==> config.mk <==
export PLATFORM = sky130hd
export DESIGN_NAME = ch_sweep_ctl
export DESIGN_NICKNAME = d
export VERILOG_FILES = /design/src/rtl/ch_sweep_pkg.sv /design/src/rtl/ch_sweep_step.sv /design/src/rtl/ch_sweep_ctl.sv
export SDC_FILE = /design/constraint.sdc
export NUM_CORES = 1
export LEC_CHECK = 0
export ABC_AREA = 1
export BUFFER_PORTS_ARGS = -buffer_cell sky130_fd_sc_hd__buf_2
export CAP_MARGIN = 20
export CORE_AREA = 2 2 123 137
export CTS_CLUSTER_DIAMETER = 50
export DETAILED_ROUTE_END_ITERATION = 7
export DIE_AREA = 0 0 125 139
export GPL_ROUTABILITY_DRIVEN = 0
export PLACE_DENSITY = 0.7
export SLEW_MARGIN = 20
export SYNTH_ARGS = -nofsm -noshare
export SYNTH_HDL_FRONTEND = slang
export SYNTH_HIERARCHICAL = 1
export SYNTH_SLANG_ARGS = --single-unit
==> constraint.sdc <==
create_clock -name clk_i -period 4.9 [get_ports clk_i]
set_input_delay 0.98 -clock clk_i [delete_from_list [all_inputs] [get_ports clk_i]]
set_output_delay 0.98 -clock clk_i [all_outputs]
set_load 0.005 [all_outputs]
==> src/rtl/ch_sweep_pkg.sv <==
// Shared types and defaults for the per-channel sweep controller.
package ch_sweep_pkg;

   typedef enum logic [2:0] {
      ST_IDLE,
      ST_DAC_WR,
      ST_SETTLE,
      ST_DC_SET,
      ST_SAMPLE,
      ST_REPORT,
      ST_DONE
   } state_t;

   typedef enum logic {
      MODE_RASTER = 1'b0,
      MODE_DELAY  = 1'b1
   } mode_t;

   localparam logic [7:0] DAC_CMD_DEF = 8'h30;

endpackage

==> src/rtl/ch_sweep_step.sv <==
// Width-parametrised step adder; ovf_o flags that the sum left the W-bit range.
module ch_sweep_step #(
   parameter int W = 8
) (
   input  logic [W-1:0] a_i,
   input  logic [W-1:0] b_i,
   output logic [W-1:0] sum_o,
   output logic         ovf_o
);

   assign {ovf_o, sum_o} = {1'b0, a_i} + {1'b0, b_i};

endmodule

==> src/rtl/ch_sweep_ctl.sv <==
// Channel measurement sweep controller: threshold/delay raster, strobe sampling, result stream.
// CH_SWEEP_AVG_EN: when defined each point accumulates 2^AVG_LOG2 strobes, otherwise one.
//
// state     | meaning
// IDLE      | waiting for start_i
// DAC_WR    | issue threshold write once the DAC driver is idle
// SETTLE    | wait settle time and DAC idle
// DC_SET    | delay code applied, strobes ignored this cycle
// SAMPLE    | accumulate hits over the required strobes
// REPORT    | present result until accepted, then advance
// DONE      | one-cycle completion pulse
module ch_sweep_ctl
   import ch_sweep_pkg::*;
#(
   parameter int         TH_W       = 16,
   parameter int         DC_W       = 10,
   parameter logic [7:0] DAC_CMD    = DAC_CMD_DEF,
   parameter int         SETTLE_CYC = 64,
   parameter int         AVG_LOG2   = 4
) (
   input  logic                  clk_i,
   input  logic                  arst_i,
   input  logic                  start_i,
   input  logic                  abort_i,
   input  logic                  mode_i,
   input  logic [TH_W-1:0]       th_start_i,
   input  logic [TH_W-1:0]       th_stop_i,
   input  logic [TH_W-1:0]       th_delta_i,
   input  logic [DC_W-1:0]       dc_delta_i,
   input  logic                  stb_i,
   input  logic                  hit_i,
   output logic [8+TH_W-1:0]     dac_dat_o,
   output logic                  dac_wre_o,
   input  logic                  dac_rdy_i,
   output logic [DC_W-1:0]       d_code_o,
   output logic                  busy_o,
   output logic                  done_o,
   output logic                  res_valid_o,
   input  logic                  res_ready_i,
   output logic [TH_W-1:0]       res_th_o,
   output logic [DC_W-1:0]       res_dc_o,
   output logic [AVG_LOG2:0]     res_cnt_o
);

   localparam int CNT_W = AVG_LOG2 + 1;
`ifdef CH_SWEEP_AVG_EN
   localparam int NSTB = 2 ** AVG_LOG2;
`else
   localparam int NSTB = 1;
`endif
   localparam int               SC_W      = $clog2(SETTLE_CYC + 1);
   localparam logic [CNT_W-1:0] STB_LAST  = CNT_W'(NSTB - 1);
   localparam logic [SC_W-1:0]  SETTLE_LD = SC_W'(SETTLE_CYC - 1);

   state_t           state_q, state_d;
   mode_t            mode_q, mode_d;
   logic [TH_W-1:0]  th_q, th_d, th_stop_q, th_stop_d, th_dlt_q, th_dlt_d;
   logic [DC_W-1:0]  dc_q, dc_d, dc_dlt_q, dc_dlt_d;
   logic [SC_W-1:0]  set_cnt_q, set_cnt_d;
   logic [CNT_W-1:0] stb_cnt_q, stb_cnt_d, hit_q, hit_d;

   logic [TH_W-1:0]  th_sum;
   logic [DC_W-1:0]  dc_sum;
   logic             th_ovf, dc_ovf;

   ch_sweep_step #(.W(TH_W)) u_th_step (
      .a_i   (th_q),
      .b_i   (th_dlt_q),
      .sum_o (th_sum),
      .ovf_o (th_ovf)
   );

   ch_sweep_step #(.W(DC_W)) u_dc_step (
      .a_i   (dc_q),
      .b_i   (dc_dlt_q),
      .sum_o (dc_sum),
      .ovf_o (dc_ovf)
   );

   always_ff @(posedge clk_i or posedge arst_i) begin
      if (arst_i) begin
         state_q   <= ST_IDLE;
         mode_q    <= MODE_RASTER;
         th_q      <= '0;
         th_stop_q <= '0;
         th_dlt_q  <= '0;
         dc_q      <= '0;
         dc_dlt_q  <= '0;
         set_cnt_q <= '0;
         stb_cnt_q <= '0;
         hit_q     <= '0;
      end else begin
         state_q   <= state_d;
         mode_q    <= mode_d;
         th_q      <= th_d;
         th_stop_q <= th_stop_d;
         th_dlt_q  <= th_dlt_d;
         dc_q      <= dc_d;
         dc_dlt_q  <= dc_dlt_d;
         set_cnt_q <= set_cnt_d;
         stb_cnt_q <= stb_cnt_d;
         hit_q     <= hit_d;
      end
   end

   always_comb begin
      state_d   = state_q;
      mode_d    = mode_q;
      th_d      = th_q;
      th_stop_d = th_stop_q;
      th_dlt_d  = th_dlt_q;
      dc_d      = dc_q;
      dc_dlt_d  = dc_dlt_q;
      set_cnt_d = set_cnt_q;
      stb_cnt_d = stb_cnt_q;
      hit_d     = hit_q;
      dac_wre_o = 1'b0;
      dac_dat_o = '0;

      case (state_q)
         ST_IDLE: begin
            if (start_i) begin
               state_d   = ST_DAC_WR;
               mode_d    = mode_t'(mode_i);
               th_d      = th_start_i;
               th_stop_d = th_stop_i;
               th_dlt_d  = (th_delta_i == '0) ? TH_W'(1) : th_delta_i;
               dc_dlt_d  = (dc_delta_i == '0) ? DC_W'(1) : dc_delta_i;
               dc_d      = '0;
            end
         end
         ST_DAC_WR: begin
            dc_d      = '0;
            dac_dat_o = {DAC_CMD, th_q};
            if (dac_rdy_i) begin
               dac_wre_o = 1'b1;
               set_cnt_d = SETTLE_LD;
               state_d   = ST_SETTLE;
            end
         end
         ST_SETTLE: begin
            if (set_cnt_q != '0) begin
               set_cnt_d = set_cnt_q - 1'b1;
            end else if (dac_rdy_i) begin
               state_d = ST_DC_SET;
            end
         end
         ST_DC_SET: begin
            stb_cnt_d = STB_LAST;
            hit_d     = '0;
            state_d   = ST_SAMPLE;
         end
         ST_SAMPLE: begin
            if (stb_i) begin
               hit_d = hit_q + CNT_W'(hit_i);
               if (stb_cnt_q == '0) state_d = ST_REPORT;
               else                 stb_cnt_d = stb_cnt_q - 1'b1;
            end
         end
         ST_REPORT: begin
            if (res_ready_i) begin
               if (!dc_ovf) begin
                  dc_d    = dc_sum;
                  state_d = ST_DC_SET;
               end else begin
                  // Delay row exhausted: step threshold or finish.
                  dc_d = '0;
                  if (mode_q == MODE_DELAY || th_ovf || th_sum > th_stop_q) begin
                     state_d = ST_DONE;
                  end else begin
                     th_d    = th_sum;
                     state_d = ST_DAC_WR;
                  end
               end
            end
         end
         ST_DONE: begin
            dc_d    = '0;
            state_d = ST_IDLE;
         end
         default: state_d = ST_IDLE;
      endcase

      if (abort_i && state_q != ST_IDLE) begin
         state_d = ST_IDLE;
         dc_d    = '0;
      end
   end

   assign busy_o      = (state_q != ST_IDLE);
   assign done_o      = (state_q == ST_DONE);
   assign res_valid_o = (state_q == ST_REPORT);
   assign d_code_o    = dc_q;
   assign res_th_o    = th_q;
   assign res_dc_o    = dc_q;
   assign res_cnt_o   = hit_q;

endmodule

==> results of run 1 <==
[path summary, 6_finish.rpt]
path / from / endpoint / slack (ns) / cells after the start
setup reg to reg: res_th_o[0] / res_th_o[10] / 1.41 / 20
min in group asynchronous: arst_i / th_stop_q[14] / 0.80 / 2
setup / recovery: res_th_o[0] / res_th_o[10] / 1.41 / 20
hold / removal: stb_cnt_q[3] / stb_cnt_q[3] / 0.48 / 1
max in group asynchronous: arst_i / stb_cnt_q[4] / 3.09 / 3
hold reg to reg: stb_cnt_q[3] / stb_cnt_q[3] / 0.48 / 1
[per-stage QoR]
| stage | setup slack (ns) | instances | utilization | instance area [µm²] | total power, µW |
|---|---|---|---|---|---|
| 6_report | 1.41 | 1175 | 0.453 | 7280 | 4950 |
| 3_3_place_gp | 1.54 | 1159 | 0.435 | 6980 | 4160 |
| 5_1_grt | 0.927 | 1175 | 0.453 | 7280 | 5480 |
| 4_1_cts | 1.41 | 1175 | 0.453 | 7280 | 4970 |
| 3_5_place_dp | 1.43 | 1159 | 0.435 | 6990 | 4260 |
| 2_1_floorplan | 1.61 | 856 | - | 6260 | 3460 |
[logic make-up (layout without fill, tap and decap cells)]
family | Yosys count | count (layout)
adders and majority gates | 50 | 50
other | 1 | 6
and+or+nand+nor | 445 | 445
muxes | 24 | 24
DFF | 89 | 89
buffers and inverters | 154 | 269
xor gates and xnor gates | 12 | 12
AOI/OAI and AO/OA | 76 | 76
[worst reg2reg max path: stages, from the launching register on]
cell and delay [ns]:
dfrtp_1 0.40, ha_1 0.24, fa_1 0.42, nand2_1 0.09, nand2_1 0.07, nand3b_1 0.08
nand2_1 0.11, nand2_1 0.10, nand2_1 0.05, nand2_1 0.05, nand2_1 0.08, ha_1 0.31
nand4_1 0.10, nor3_1 0.18, nand3_1 0.09, nand2_1 0.09, nand3_1 0.08, nand2_2 0.31
nand2_2 0.32, nand2_1 0.15, nand2_1 0.06
[sequential cells by signal (all words and copies together), names as in the netlist]
signal and cells:
mode_q 1, res_cnt_o 5, state_q 3, dc_dlt_q 10, d_code_o 10, stb_cnt_q 5
th_dlt_q 16, set_cnt_q 7, th_stop_q 16, res_th_o 16
[power breakdown]
part | internal (µW) | switching [µW]
sequential | 1030 | 232
combinational | 1120 | 1880
clock | 384 | 293
total | 2540 | 2410
[cells in the mapped netlist, types with 2 or more instances]
cell type    n
nand2_1    276
inv_1      112
dfrtp_1     89
nor2_1      72
nand3_1     50
ha_1        48
a21oi_1     36
mux2_2      24
o21ai_0     23
buf_4       18
nand2_2     10
xor2_1      10
inv_2        9
buf_2        8
clkbuf_1     6
nor4_1       6
nor3_1       5
nand4_1      4
nor3_2       4
nand3_2      3
a21o_1       2
and3_1       2
fa_1         2
nand3b_1     2
nor2_2       2
nor3_4       2
o211ai_1     2
o21bai_1     2
or2_0        2
xnor2_1      2
[routing by layer]
metal / part of all wire / GRT usage
met5: 0 / 0
met4: 0.015 / 0.0596
met3: 0.036 / 0.0282
met1: 0.48 / 0.248
met2: 0.47 / 0.309
[cell type report]
class	count	area, µm²
fill	1672	8780
multi-input combinational	613	3380
sequential	89	2230
timing repair buffer	132	668
inverter	121	455
clock buffer	12	267
tap	204	255
clock inverter	4	26.3
[layout by cell type (no fill, tap or decap), types with 10 or more instances in the layout]
| master | n |
|---|---|
| ha_1 | 48 |
| nand3_1 | 49 |
| o21ai_0 | 22 |
| nand2_2 | 10 |
| inv_1 | 111 |
| xor2_1 | 10 |
| mux2_2 | 24 |
| dfrtp_1 | 89 |
| nor2_1 | 72 |
| buf_2 | 129 |
| nand2_1 | 276 |
| a21oi_1 | 36 |
==> impl_metrics.csv, run 1 <==
group,metric,value,unit
clocking,cts.root.buffer_cell,"clkbuf_16",
status,outcome,"complete, no violations",
route,wl_per_cell,13.4,µm
placed_design,hpwl,12.2,mm
logic_synthesis,synthAdderAreaFrac,0.103,
cells_and_area,syn_to_final_growth,16.6,%
logic_synthesis,synthArstFlopShare,1.00,
clocking,clock_sinks,89,
grt,track_usage,0.186,
cells_and_area,drive_above_1_share,0.217,
route,dr.first_iter.drc_count,327,
logic_synthesis,synth_top_area_cell,"dfrtp_1",
logic_synthesis,synth.area.top_cells,"dfrtp_1, nand2_1, ha_1",
grt,grt_max_degree,63,
critical_path,crit_type,"flip-flop to flip-flop",
die,core_area,16100,µm²
sta,slew_headroom,0.360,
logic_synthesis,seq_area_frac_synth,0.357,
critical_path,critPathCaptureType,"flip-flop",
critical_path,path_delay_family,"simple AND/OR/NAND/NOR gates",
die,die_area,17400,µm²
logic_synthesis,synth_top_area_share,0.357,
min_path,hold_class,"flip-flop to flip-flop",
clocking,hold_buffers,0,
sta,rsz0062_at_grt,"no",
critical_path,crit_buf_inv,0,
sta,tightestPinTransition,0.959,ns
grt,grt_overflow_total,0,
clocking,clock_latency,0.35,ns
logic_synthesis,synthFlopType,"dfrtp_1",
sta,fin_crit,3.49,ns
cells_and_area,finish.net_count,1083,
sta,final-setup-viol-count,0,
clocking,post_cts_resized,0,
logic_synthesis,ys_warn_count,6,
flow_run,maxCapViolCount,0,
route,dr.pass1.iters,4,
die,start_util,0.389,
critical_path,critPathMaxStageDelay,0.42,ns
route,vias,5566,
critical_path,slowest_stage,"fa_1",
die,row_count,49,
cells_and_area,insertedDiodeCount,0,
logic_synthesis,synth_compound_area_frac,0.0693,
critical_path,critPathLaunchType,"flip-flop",
critical_path,worstPathRequired,5.13,ns
sta,slew_violations,0,
pwr,vdd_drop_max,0.000231,V
die,dieHeight,139,µm
route,ant_nets,0,
route,drt-vias-per-instance,4.74,
die,ios,136,
clocking,clk_pin_slew_worst_paths,0.06,ns
logic_synthesis,synthSimpleGateAreaFrac,0.305,
grt,antenna_found_initial,0,
logic_synthesis,synth_area_per_cell,7.34,µm²
logic_synthesis,syn_inst,851,
critical_path,cpMostUsedCell,"nand2_1",
die,die_x,125,µm
clocking,h-tree-depth,3,
grt,grt_pass1_vias,5392,
pwr,leakagePower,0.00417,µW
sta,skew,0.00992,ns
sta,hold_violations,0,
clocking,cts_tree,"built",
sta,timing.fmax,286,MHz
grt,grt_pass1_wl,26.3,mm
logic_synthesis,synthMuxAreaShare,0.0433,
route,wl,15.7,mm
sta,holdWs,0.477,ns
critical_path,crit_chain,"ha_1 -> fa_1 -> nand2_1 -> nand2_1 -> nand3b_1 -> nand2_1 -> nand2_1 -> nand2_1 -> nand2_1 -> nand2_1 -> ha_1 -> nand4_1 -> nor3_1 -> nand3_1 -> nand2_1 -> nand3_1 -> nand2_2 -> nand2_2 -> nand2_1 -> nand2_1",
logic_synthesis,synth_edf_count,0,
pwr,p_per_area,680,nW/µm²
placed_design,portBuffers,129,
critical_path,arrival,3.72,ns
logic_synthesis,ys_ff_latch,89,
logic_synthesis,synth_top_family_by_area,"simple AND/OR/NAND/NOR gates",
logic_synthesis,synthXorXnorAreaFrac,0.0168,
clocking,clk_path_buf_depth,2,
sta,final.setup.tns,0,ns
clocking,cts_buffers,9,
logic_synthesis,syn-cell-area,6240,µm²
route,drc,0,
logic_synthesis,synth.distinct_cells,48,
sta,period_share,0.713,
clocking,cts_setup_buffers,0,
critical_path,cp_max_fo,18,
(Power assumes the default switching activity.)
==> inputs of run 2 (changes only) <==
- PLACE_DENSITY: 0.7 -> 0.72
- clock period: 4.9 -> 2.85 ns (I/O delays scaled with it)
==> impl_metrics.csv, run 2 (synthesis results as in run 1) <==
group,metric,value,unit
clocking,hold_buffers,0,
critical_path,critPathMaxStageDelay,0.39,ns
sta,rsz0062_at_grt,"yes",
clocking,cts_buffers,9,
flow_run,maxCapViolCount,0,
sta,slew_headroom,0.523,
min_path,hold_class,"primary input to async pin",
grt,grt_pass1_vias,5619,
route,dr.pass1.iters,5,
pwr,power,10200,µW
status,outcome,"complete, but fails checks",
clocking,clk_pin_slew_worst_paths,0.06,ns
sta,final.setup.tns,-2.05,ns
clocking,clk_path_buf_depth,2,
route,wl_per_cell,14.0,µm
route,wl,17.1,mm
route,ant_nets,0,
die,core_area,16100,µm²
critical_path,crit_chain,"ha_1 -> nand2_2 -> inv_1 -> nand2_1 -> nand2_1 -> a21oi_1 -> nand2_1 -> nand2_1 -> nand2_1 -> ha_4 -> nand2_1 -> nor3_4 -> nand2_1 -> nand2_1 -> nand2_2 -> nand3_2 -> nand2_4 -> buf_6 -> nand3_1 -> nand2_1",
grt,grt_overflow_total,0,
route,drt-vias-per-instance,4.88,
die,die_area,17400,µm²
sta,hold_violations,0,
die,start_util,0.389,
sta,slew_violations,0,
grt,grt_max_degree,66,
die,ios,136,
die,row_count,49,
grt,antenna_found_initial,0,
cells_and_area,n_fill_cell,1574,
route,dr.first_iter.drc_count,337,
sta,fin_ws,-0.146,ns
sta,fin_crit,3.00,ns
critical_path,cp_max_fo,7,
placed_design,hpwl,12.9,mm
clocking,cts.root.buffer_cell,"clkbuf_16",
sta,period_share,1.05,
cells_and_area,insertedDiodeCount,0,
clocking,clock_sinks,89,
placed_design,portBuffers,129,
cells_and_area,final_core_util,0.495,
grt,grt_pass1_wl,27.8,mm
cells_and_area,syn_to_final_growth,27.4,%
pwr,vdd_drop_max,0.000479,V
grt,track_usage,0.199,
die,die_x,125,µm
route,vias,5967,
cells_and_area,final_common_cell,"nand2_1",
cells_and_area,finish.net_count,1130,
sta,timing.fmax,334,MHz
cells_and_area,final_cell_mix,"nand2_1, buf_2, inv_1, dfrtp_1, nor2_1",
cells_and_area,drive_above_1_share,0.298,
pwr,p_per_area,1280,nW/µm²
critical_path,cpMostUsedCell,"nand2_1",
sta,tightestPinTransition,0.714,ns
critical_path,critPathLaunchType,"flip-flop",
die,dieHeight,139,µm
status,violations,"negative setup slack",
clocking,clock_latency,0.35,ns
sta,final-setup-viol-count,18,
critical_path,critPathCaptureType,"flip-flop",
clocking,h-tree-depth,3,
pwr,leakagePower,0.00442,µW
route,drc,0,
critical_path,crit_type,"flip-flop to flip-flop",
sta,skew,0.0107,ns
critical_path,worstPathRequired,3.09,ns
critical_path,arrival,3.24,ns
clocking,cts_tree,"built",
critical_path,slowest_stage,"dfrtp_1",
==> run 2: changes by cell type in the layout (fill, tap and decap cells not counted), moves of 4 or more <==
cell     change
nand2_1     -23
nand3_2      +4
nand3_1      -4
buf_4       +41
nand2_2     +20
ha_1        -12
ha_4        +11
==> run 2: routing by layer <==
metal	track usage	routed length, µm	vias to the layer above
li1	-	-	2997
met1	0.271	7800	2761
met2	0.323	8000	188
met3	0.0278	989	21
met4	0.0737	349	0
met5	0	0	-
==> run 2: repair_timing <==
action | in CTS | in global routing
cloned | 1 | 0
resized for setup | 33 | 19
setup endpoints to repair | 17 | 19
setup buffers | 0 | 3
pin swaps | 12 | 18
==> run 2: worst paths after layout <==
check | startpoint | endpoint | slack [ns] | cells past startpoint
max in group asynchronous | arst_i | res_th_o[1] | 1.83 | 3
min in group clk_i | th_stop_i[0] | th_stop_q[0] | 0.45 | 2
min | arst_i | stb_cnt_q[0] | 0.27 | 2
max | res_th_o[11] | res_th_o[1] | -0.15 | 20
min reg2reg | stb_cnt_q[3] | stb_cnt_q[3] | 0.48 | 1
max reg2reg | res_th_o[11] | res_th_o[1] | -0.15 | 20
==> run 2: power by group <==
group / internal (µW) / switching (µW)
Clock: 701 / 514
Combinational: 2950 / 3900
Sequential: 1780 / 367
Total: 5430 / 4790
==> run 2: worst max-delay path: cells and delay by family (launching register included) <==
| family | cells | cell delay, ns |
|---|---|---|
| AOI/OAI and AO/OA | 1 | 0.19 |
| adders and majority gates | 2 | 0.66 |
| buffers and inverters | 2 | 0.22 |
| DFF | 1 | 0.39 |
| and+or+nand+nor | 15 | 1.41 |
==> run 2: final cells by class <==
class,instances,area [µm²],area share
clock buffer,11,243,0.0305
clock inverter,5,55.1,0.00692
inverter,121,458,0.0575
multi-input combinational,614,3670,0.461
sequential,89,2230,0.280
tap,204,255,0.0321
timing repair buffer,178,1050,0.132
==> run 2: through the flow <==
| step | instances | worst slack, ns | hold WS [ns] | area (µm²) |
|---|---|---|---|---|
| floorplan | 856 | 0.00573 | 0.434 | 6280 |
| global placement | 1202 | -0.0219 | 0.455 | 7350 |
| detailed placement | 1202 | -0.0921 | 0.467 | 7350 |
| CTS | 1219 | -0.0434 | 0.288 | 7880 |
| global route | 1222 | -0.314 | 0.320 | 7960 |
| finish | 1222 | -0.146 | 0.272 | 7960 |
